$ cat src/rtl/out_arbiter.sv
// out_arbiter: time-shares one 4-bit output register among NREQ requesters with a minimum hold time.
// Define OUT_ARB_RR_EN for round-robin selection; otherwise lowest index wins.
module out_arbiter #(
  parameter int NREQ        = 4,
  parameter int HOLD_CYCLES = 8
) (
  input  logic              clk,
  input  logic              reset,
  input  logic [NREQ-1:0]   req,
  input  logic [4*NREQ-1:0] data,
  output logic [NREQ-1:0]   gnt,
  output logic              out_en,
  output logic [3:0]        out_d,
  output logic              busy
);
  localparam int PW = NREQ > 1 ? $clog2(NREQ) : 1;
  localparam int CW = HOLD_CYCLES > 0 ? $clog2(HOLD_CYCLES + 1) : 1;
  typedef enum logic [1:0] {IDLE, LOAD, HOLD} state_t;
  state_t state, state_nx;
  logic [PW-1:0] sel, win;
  logic [CW-1:0] cnt;
`ifdef OUT_ARB_RR_EN
  logic [PW-1:0] ptr;
  int idx;
  // Scan offsets high to low so the smallest offset from ptr wins.
  always_comb begin
    win = '0;
    idx = 0;
    for (int o = NREQ - 1; o >= 0; o--) begin
      idx = (int'(ptr) + o) % NREQ;
      if (req[idx]) win = PW'(idx);
    end
  end
  always_ff @(posedge clk or posedge reset)
    if (reset) ptr <= '0;
    else if (state == LOAD) ptr <= int'(sel) == NREQ - 1 ? '0 : sel + 1'b1;
`else
  always_comb begin
    win = '0;
    for (int i = NREQ - 1; i >= 0; i--)
      if (req[i]) win = PW'(i);
  end
`endif
  always_ff @(posedge clk or posedge reset)
    if (reset) state <= IDLE;
    else state <= state_nx;
  always_comb
    state_nx = state == IDLE ? (|req ? LOAD : IDLE) :
               state == LOAD ? (HOLD_CYCLES > 0 ? HOLD : IDLE) :
               (cnt == '0 ? IDLE : HOLD);
  always_ff @(posedge clk or posedge reset)
    if (reset) begin
      sel   <= '0;
      out_d <= 4'h0;
      cnt   <= '0;
    end else begin
      if (state == IDLE && |req) begin
        sel   <= win;
        out_d <= data[4*int'(win) +: 4];
      end
      if (state == LOAD) cnt <= CW'(HOLD_CYCLES > 0 ? HOLD_CYCLES - 1 : 0);
      else if (state == HOLD && cnt != '0) cnt <= cnt - 1'b1;
    end
  always_comb begin
    out_en = state == LOAD;
    busy   = state != IDLE;
    gnt    = out_en ? NREQ'(1) << sel : '0;
  end
endmodule

$ cat config.mk
export PLATFORM = sky130hd
export DESIGN_NAME = out_arbiter
export DESIGN_NICKNAME = d
export VERILOG_FILES = /design/src/rtl/out_arbiter.sv
export SDC_FILE = /design/constraint.sdc
export NUM_CORES = 1
export LEC_CHECK = 0
export ABC_CLOCK_PERIOD_IN_PS = 2750
export CAP_MARGIN = 20
export CORE_MARGIN = 3
export CORE_UTILIZATION = 45
export DETAILED_ROUTE_END_ITERATION = 8
export HOLD_SLACK_MARGIN = 0.05
export PLACE_DENSITY = 0.81
export REMOVE_ABC_BUFFERS = 1
export SYNTH_ARGS = -nofsm -noshare
export SYNTH_HDL_FRONTEND = slang
export SYNTH_SLANG_ARGS = --single-unit
$ cat constraint.sdc
create_clock -name clk -period 2.75 [get_ports clk]
set_clock_uncertainty 0.2 [all_clocks]
set_input_delay 0.55 -clock clk [delete_from_list [all_inputs] [get_ports clk]]
set_output_delay 0.55 -clock clk [all_outputs]
set_load 0.01 [all_outputs]
==> results of run 1 <==
-- area by class of cell --
class                   count  area, um2
clock buffers               3       22.5
fillers                   129        422
inverters                  10       37.5
multi-input cells          68        442
flip-flops and latches     12        300
well taps                  24       30.0
repair buffers             35        340
-- routing by layer --
| layer | vias up | part of all wire (%) |
|---|---|---|
| met1 | 362 | 44 |
| met4 | 0 | 0 |
| met2 | 23 | 51 |
| met5 | - | 0 |
| li1 | 402 | - |
| met3 | 0 | 5.1 |
-- per-stage QoR --
| stage | utilization, % | total power [mW] | setup WS [ns] | hold WS (ns) | instances |
|---|---|---|---|---|---|
| after floorplan | - | 0.565 | 1.03 | 0.215 | 90 |
| after global placement | 72.1 | 0.744 | 0.500 | 0.300 | 149 |
| after detailed placement | 72.1 | 0.756 | 0.433 | 0.301 | 149 |
| after CTS | 73.5 | 0.858 | 0.234 | 0.310 | 152 |
| after global routing | 73.5 | 0.927 | 0.154 | 0.332 | 152 |
| final | 73.5 | 0.848 | 0.256 | 0.305 | 152 |
-- state kept, by name, indices dropped and copies added, names as in the netlist --
signal  count
cnt         4
state       2
out_d       4
sel         2
-- where the power goes --
| group | switching (mW) | total (mW) | internal [mW] |
|---|---|---|---|
| registers | 0.0721 | 0.335 | 0.263 |
| logic | 0.186 | 0.416 | 0.229 |
| clock network | 0.0468 | 0.0972 | 0.0504 |
-- kinds of logic (layout without fill, tap and decap cells) --
| logic type | after synthesis | after routing |
|---|---|---|
| AO/OA/AOI/OAI | 34 | 34 |
| buffers and inverters | 15 | 48 |
| flip-flops | 12 | 12 |
| AND/OR/NAND/NOR | 32 | 32 |
| adder cells (fa/ha/maj) | 2 | 2 |
-- cells in the final DEF, fill, tap and decap left out, types with 5 or more instances in the layout --
master and count:
a31oi_1 5, o21ai_0 8, a21oi_1 12, inv_1 10, nor2b_1 5, dfrtp_1 12, clkdlybuf4s50_1 31
-- path summary, 6_finish.rpt --
| kind | startpoint | end | slack, ns |
|---|---|---|---|
| setup / recovery | state[1] | gnt[3] | 0.26 |
| max in group asynchronous | reset | out_d[3] | 1.68 |
| hold reg to reg | state[1] | state[1] | 0.30 |
| setup reg to reg | cnt[0] | cnt[3] | 1.01 |
| min in group asynchronous | reset | state[1] | 0.38 |
| hold / removal | state[1] | state[1] | 0.30 |
==> results.sh, run 1 <==
export IMPL_run_status="finished, final reports clean"
export IMPL_worst_path_max_delay_cell="clkdlybuf4s50_1"
export IMPL_worst_pin_slew_ns=0.416
export IMPL_synth_compound_area_share_pct=25.2
export IMPL_maxSlewViolCount=0
export IMPL_synth_simple_area_share_pct=26.0
export IMPL_grt_use_met1_pct=17.8
export IMPL_hold_viol=0
export IMPL_cts_setup_buffers=0
export IMPL_synth_top_cells_by_count="a21oi_1, dfrtp_1, inv_1"
export IMPL_met2_usage_pct=31.2
export IMPL_max_freq_mhz=401
export IMPL_holdPathStages=1
export IMPL_overflow=0
export IMPL_cts_resized=0
export IMPL_portBuffers=31
export IMPL_die_y_um=48.5
export IMPL_fin_area_um2=1170
export IMPL_synth_xor_area_share_pct=0
export IMPL_initial_core_util_pct=51.0
export IMPL_relSlewSlack_pct=72.2
export IMPL_fin_crit_sh_pct=90.7
export IMPL_yosysTopAreaCellShare_pct=36.9
export IMPL_routed_via_count=787
export IMPL_synth_top_family_by_area="simple AND/OR/NAND/NOR gates"
export IMPL_gr_max_usage_layer="met2"
export IMPL_cts_root_buf="clkbuf_4"
export IMPL_synth_edf_count=0
export IMPL_synth_cells=95
export IMPL_power_leakage_nw=0.513
export IMPL_clkTransAtPathRegs_ns=0.06
export IMPL_clock_latency_ns=0.26
export IMPL_r2r_cells=5
export IMPL_cp_start_kind="flop"
export IMPL_synth_distinct_cells=26
export IMPL_cp_arrival_ns=1.74
export IMPL_synth_fa_ha_area_share_pct=3.08
export IMPL_synth_avg_cell_area_um2=8.56
export IMPL_worstPathRequired_ns=2.00
export IMPL_synth_seq_cells=12
export IMPL_viasPerCell=5.18
export IMPL_place_hpwl_um=1490
export IMPL_clkSinkCount=12
export IMPL_crit_chain="nand2b_1, inv_1, and3_1, clkdlybuf4s50_1"
export IMPL_cts_tree="done"
export IMPL_drcViolationCount=0
export IMPL_antenna_found_initial=0
export IMPL_critPathMaxFanout=5
export IMPL_hold_path_class="reg -> reg"
export IMPL_dr_pass1_iters=3
export IMPL_die_area_um2=2350
export IMPL_rsz0062_at_grt="no"
export IMPL_wl_per_cell_um=11.6
export IMPL_setup_viol=0
export IMPL_wl_um=1770
export IMPL_n_antenna_cell=0
export IMPL_synthFlopType="dfrtp_1"
export IMPL_syn_to_final_growth_pct=44.2
export IMPL_slowest_delay_ns=0.53
export IMPL_cp_depth=4
export IMPL_ioPinCount=32
export IMPL_h_tree_depth=1
export IMPL_grt_pass1_wl_um=3110
export IMPL_ys_top_cells_by_area="dfrtp_1, a21oi_1, o21ai_0"
export IMPL_grt_pass1_vias=791
export IMPL_numCtsBuffers=3
export IMPL_grt_usage_pct=16.3
export IMPL_async_reset_ff_share_pct=100
export IMPL_cts_path_max_buffers=2
export IMPL_place_congestion=0.801
export IMPL_coreArea_um2=1590
export IMPL_drive_above_1_share_pct=7.81
export IMPL_drtAntennaViolNets=0
export IMPL_place_area_um2=1150
export IMPL_crit_path_end_kind="output port"
export IMPL_die_w_um=48.5
export IMPL_grt_use_met3_pct=1.84
export IMPL_critical_path_top_delay_family="buffers and inverters"
export IMPL_hold_buffers=0
export IMPL_grt_max_degree=15
export IMPL_critPathBufInv=2
export IMPL_seq_area_frac_synth_pct=36.9
export IMPL_synth_largest_area_cell="dfrtp_1"
export IMPL_p_per_area_nw_per_um2=723
export IMPL_ir_drop_v=0.000306
export IMPL_synthMuxAreaShare_pct=0
export IMPL_num_rows=14
export IMPL_min_period_ns=2.49
export IMPL_final_setup_tns_ns=0
export IMPL_netlist_area_um2=813
export IMPL_critPathKind="reg -> out"
export IMPL_drv_cap=0
export IMPL_drt_initial_drc_count=11
export IMPL_final_nets=154
export IMPL_synth_warnings=0
(Power assumes the default switching activity.)
==> inputs of run 2 (changes only) <==
==> constraint.sdc (replaced) <==
create_clock -name clk -period 2.75 [get_ports clk]
set_clock_uncertainty 0.2 [all_clocks]
set_input_delay 0.4125 -clock clk [delete_from_list [all_inputs] [get_ports clk]]
set_output_delay 0.4125 -clock clk [all_outputs]
set_load 0.01 [all_outputs]
==> run 2 against run 1 <==
Compared with the run above:
- routed wire length grew 10%
- critical path depth is the same
- sequential power shrank 1%
- largest power group unchanged
==> results.sh, run 2 (synthesized netlist as in run 1, its figures left out) <==
export IMPL_final_cell_mix="clkdlybuf4s50_1, a21oi_1, dfrtp_1"
export IMPL_worstPathRequired_ns=2.14
export IMPL_coreArea_um2=1590
export IMPL_dr_pass1_iters=3
export IMPL_place_hpwl_um=1610
export IMPL_grt_pass1_wl_um=3570
export IMPL_overflow=0
export IMPL_max_freq_mhz=416
export IMPL_cts_tree="done"
export IMPL_worst_pin_slew_ns=0.448
export IMPL_grt_max_degree=15
export IMPL_die_area_um2=2350
export IMPL_die_y_um=48.5
export IMPL_grt_pass1_vias=845
export IMPL_wl_per_cell_um=12.8
export IMPL_p_seq_share_pct=36.9
export IMPL_multi_input_area_um2=442
export IMPL_critPathMaxFanout=5
export IMPL_layout_commonest_cell="clkdlybuf4s50_1"
export IMPL_ioPinCount=32
export IMPL_reg_top3="cnt x4, out_d x4"
export IMPL_final_setup_tns_ns=0
export IMPL_maxSlewViolCount=0
export IMPL_wl_um=1950
export IMPL_p_int_mw=0.573
export IMPL_initial_core_util_pct=51.0
export IMPL_power_switching_mw=0.324
export IMPL_cts_resized=0
export IMPL_fill_cells=115
export IMPL_drcViolationCount=0
export IMPL_numCtsBuffers=3
export IMPL_cp_arrival_ns=1.79
export IMPL_rsz0062_at_grt="no"
export IMPL_hold_path_class="in -> async"
export IMPL_hold_buffers=0
export IMPL_pre_cts_ws_ns=0.539
export IMPL_min_period_ns=2.40
export IMPL_antenna_found_initial=0
export IMPL_place_congestion=0.767
export IMPL_drv_cap=0
export IMPL_p_clk_share_pct=15.7
export IMPL_viasPerCell=5.39
export IMPL_final_nets=153
export IMPL_portBuffers=31
export IMPL_die_w_um=48.5
export IMPL_crit_path_end_kind="output port"
export IMPL_finalPower_mw=0.897
export IMPL_ir_drop_v=0.000340
export IMPL_clkSinkCount=12
export IMPL_drt_initial_drc_count=7
export IMPL_drive_above_1_share_pct=7.81
export IMPL_drtAntennaViolNets=0
export IMPL_clkTransAtPathRegs_ns=0.07
export IMPL_clock_latency_ns=0.28
export IMPL_run_status="finished, final reports clean"
export IMPL_power_leakage_nw=0.515
export IMPL_h_tree_depth=1
export IMPL_grt_usage_pct=19.6
export IMPL_num_rows=14
export IMPL_critPathKind="reg -> out"
export IMPL_fin_crit_sh_pct=87.5
export IMPL_routed_via_count=819
export IMPL_cts_root_buf="clkbuf_4"
export IMPL_p_per_area_nw_per_um2=761
export IMPL_cp_start_kind="flop"
export IMPL_relSlewSlack_pct=70.0
export IMPL_hold_viol=0
export IMPL_fin_ws_ns=0.345
export IMPL_switching_share_pct=36.1
export IMPL_setup_viol=0
export IMPL_cts_setup_buffers=0
export IMPL_syn_to_final_growth_pct=44.9
export IMPL_regArea_um2=300
export IMPL_n_antenna_cell=0
export IMPL_p_comb_share_pct=47.4
export IMPL_cts_path_max_buffers=2
## run 2: power by group through the flow
stage | clock network (mW) | registers [mW] | logic (mW)
floorplan | 0 | 0.330 | 0.234
global placement | 0 | 0.331 | 0.407
detailed placement | 0 | 0.332 | 0.429
CTS | 0.146 | 0.331 | 0.430
global route | 0.156 | 0.350 | 0.480
finish | 0.141 | 0.331 | 0.425
## run 2: cell type report
| cell class | instances | share of cell area, % |
|---|---|---|
| Inverter | 10 | 3.18 |
| Clock buffer | 4 | 3.08 |
| Sequential cell | 12 | 25.5 |
| Multi-Input combinational cell | 68 | 37.5 |
| Timing Repair Buffer | 34 | 28.2 |
| Tap cell | 24 | 2.55 |
## run 2: path summary, 6_finish.rpt
check | slack, ns | from | endpoint | cells past startpoint
min | 0.23 | reset | state[1] | 2
max reg2reg | 0.99 | cnt[0] | cnt[2] | 5
min in group clk | 0.31 | state[1] | state[1] | 1
min reg2reg | 0.31 | state[1] | state[1] | 1
max | 0.35 | state[1] | gnt[3] | 4
max in group asynchronous | 1.81 | reset | cnt[0] | 2
## run 2: metal layers
layer	up-vias	global-route usage [%]	routed length, um
li1	405	-	-
met1	377	19.6	745
met2	30	35.8	1010
met3	7	3.68	135
met4	0	14.7	61
met5	-	0	0
## run 2: stage by stage
stage | cell area, um2 | util (%) | cells | hold WS (ns)
6_report | 1180 | 73.9 | 152 | 0.235
5_1_grt | 1180 | 73.9 | 152 | 0.269
4_1_cts | 1180 | 73.9 | 152 | 0.241
3_5_place_dp | 1140 | 71.7 | 148 | 0.299
3_3_place_gp | 1140 | 71.7 | 148 | 0.296
2_1_floorplan | 779 | - | 90 | 0.0772
## run 2: critical path, stage by stage (launching register included)
cell	delay (ns)
dfrtp_1	0.41
nand2b_1	0.23
inv_1	0.17
and3_1	0.17
clkdlybuf4s50_1	0.53
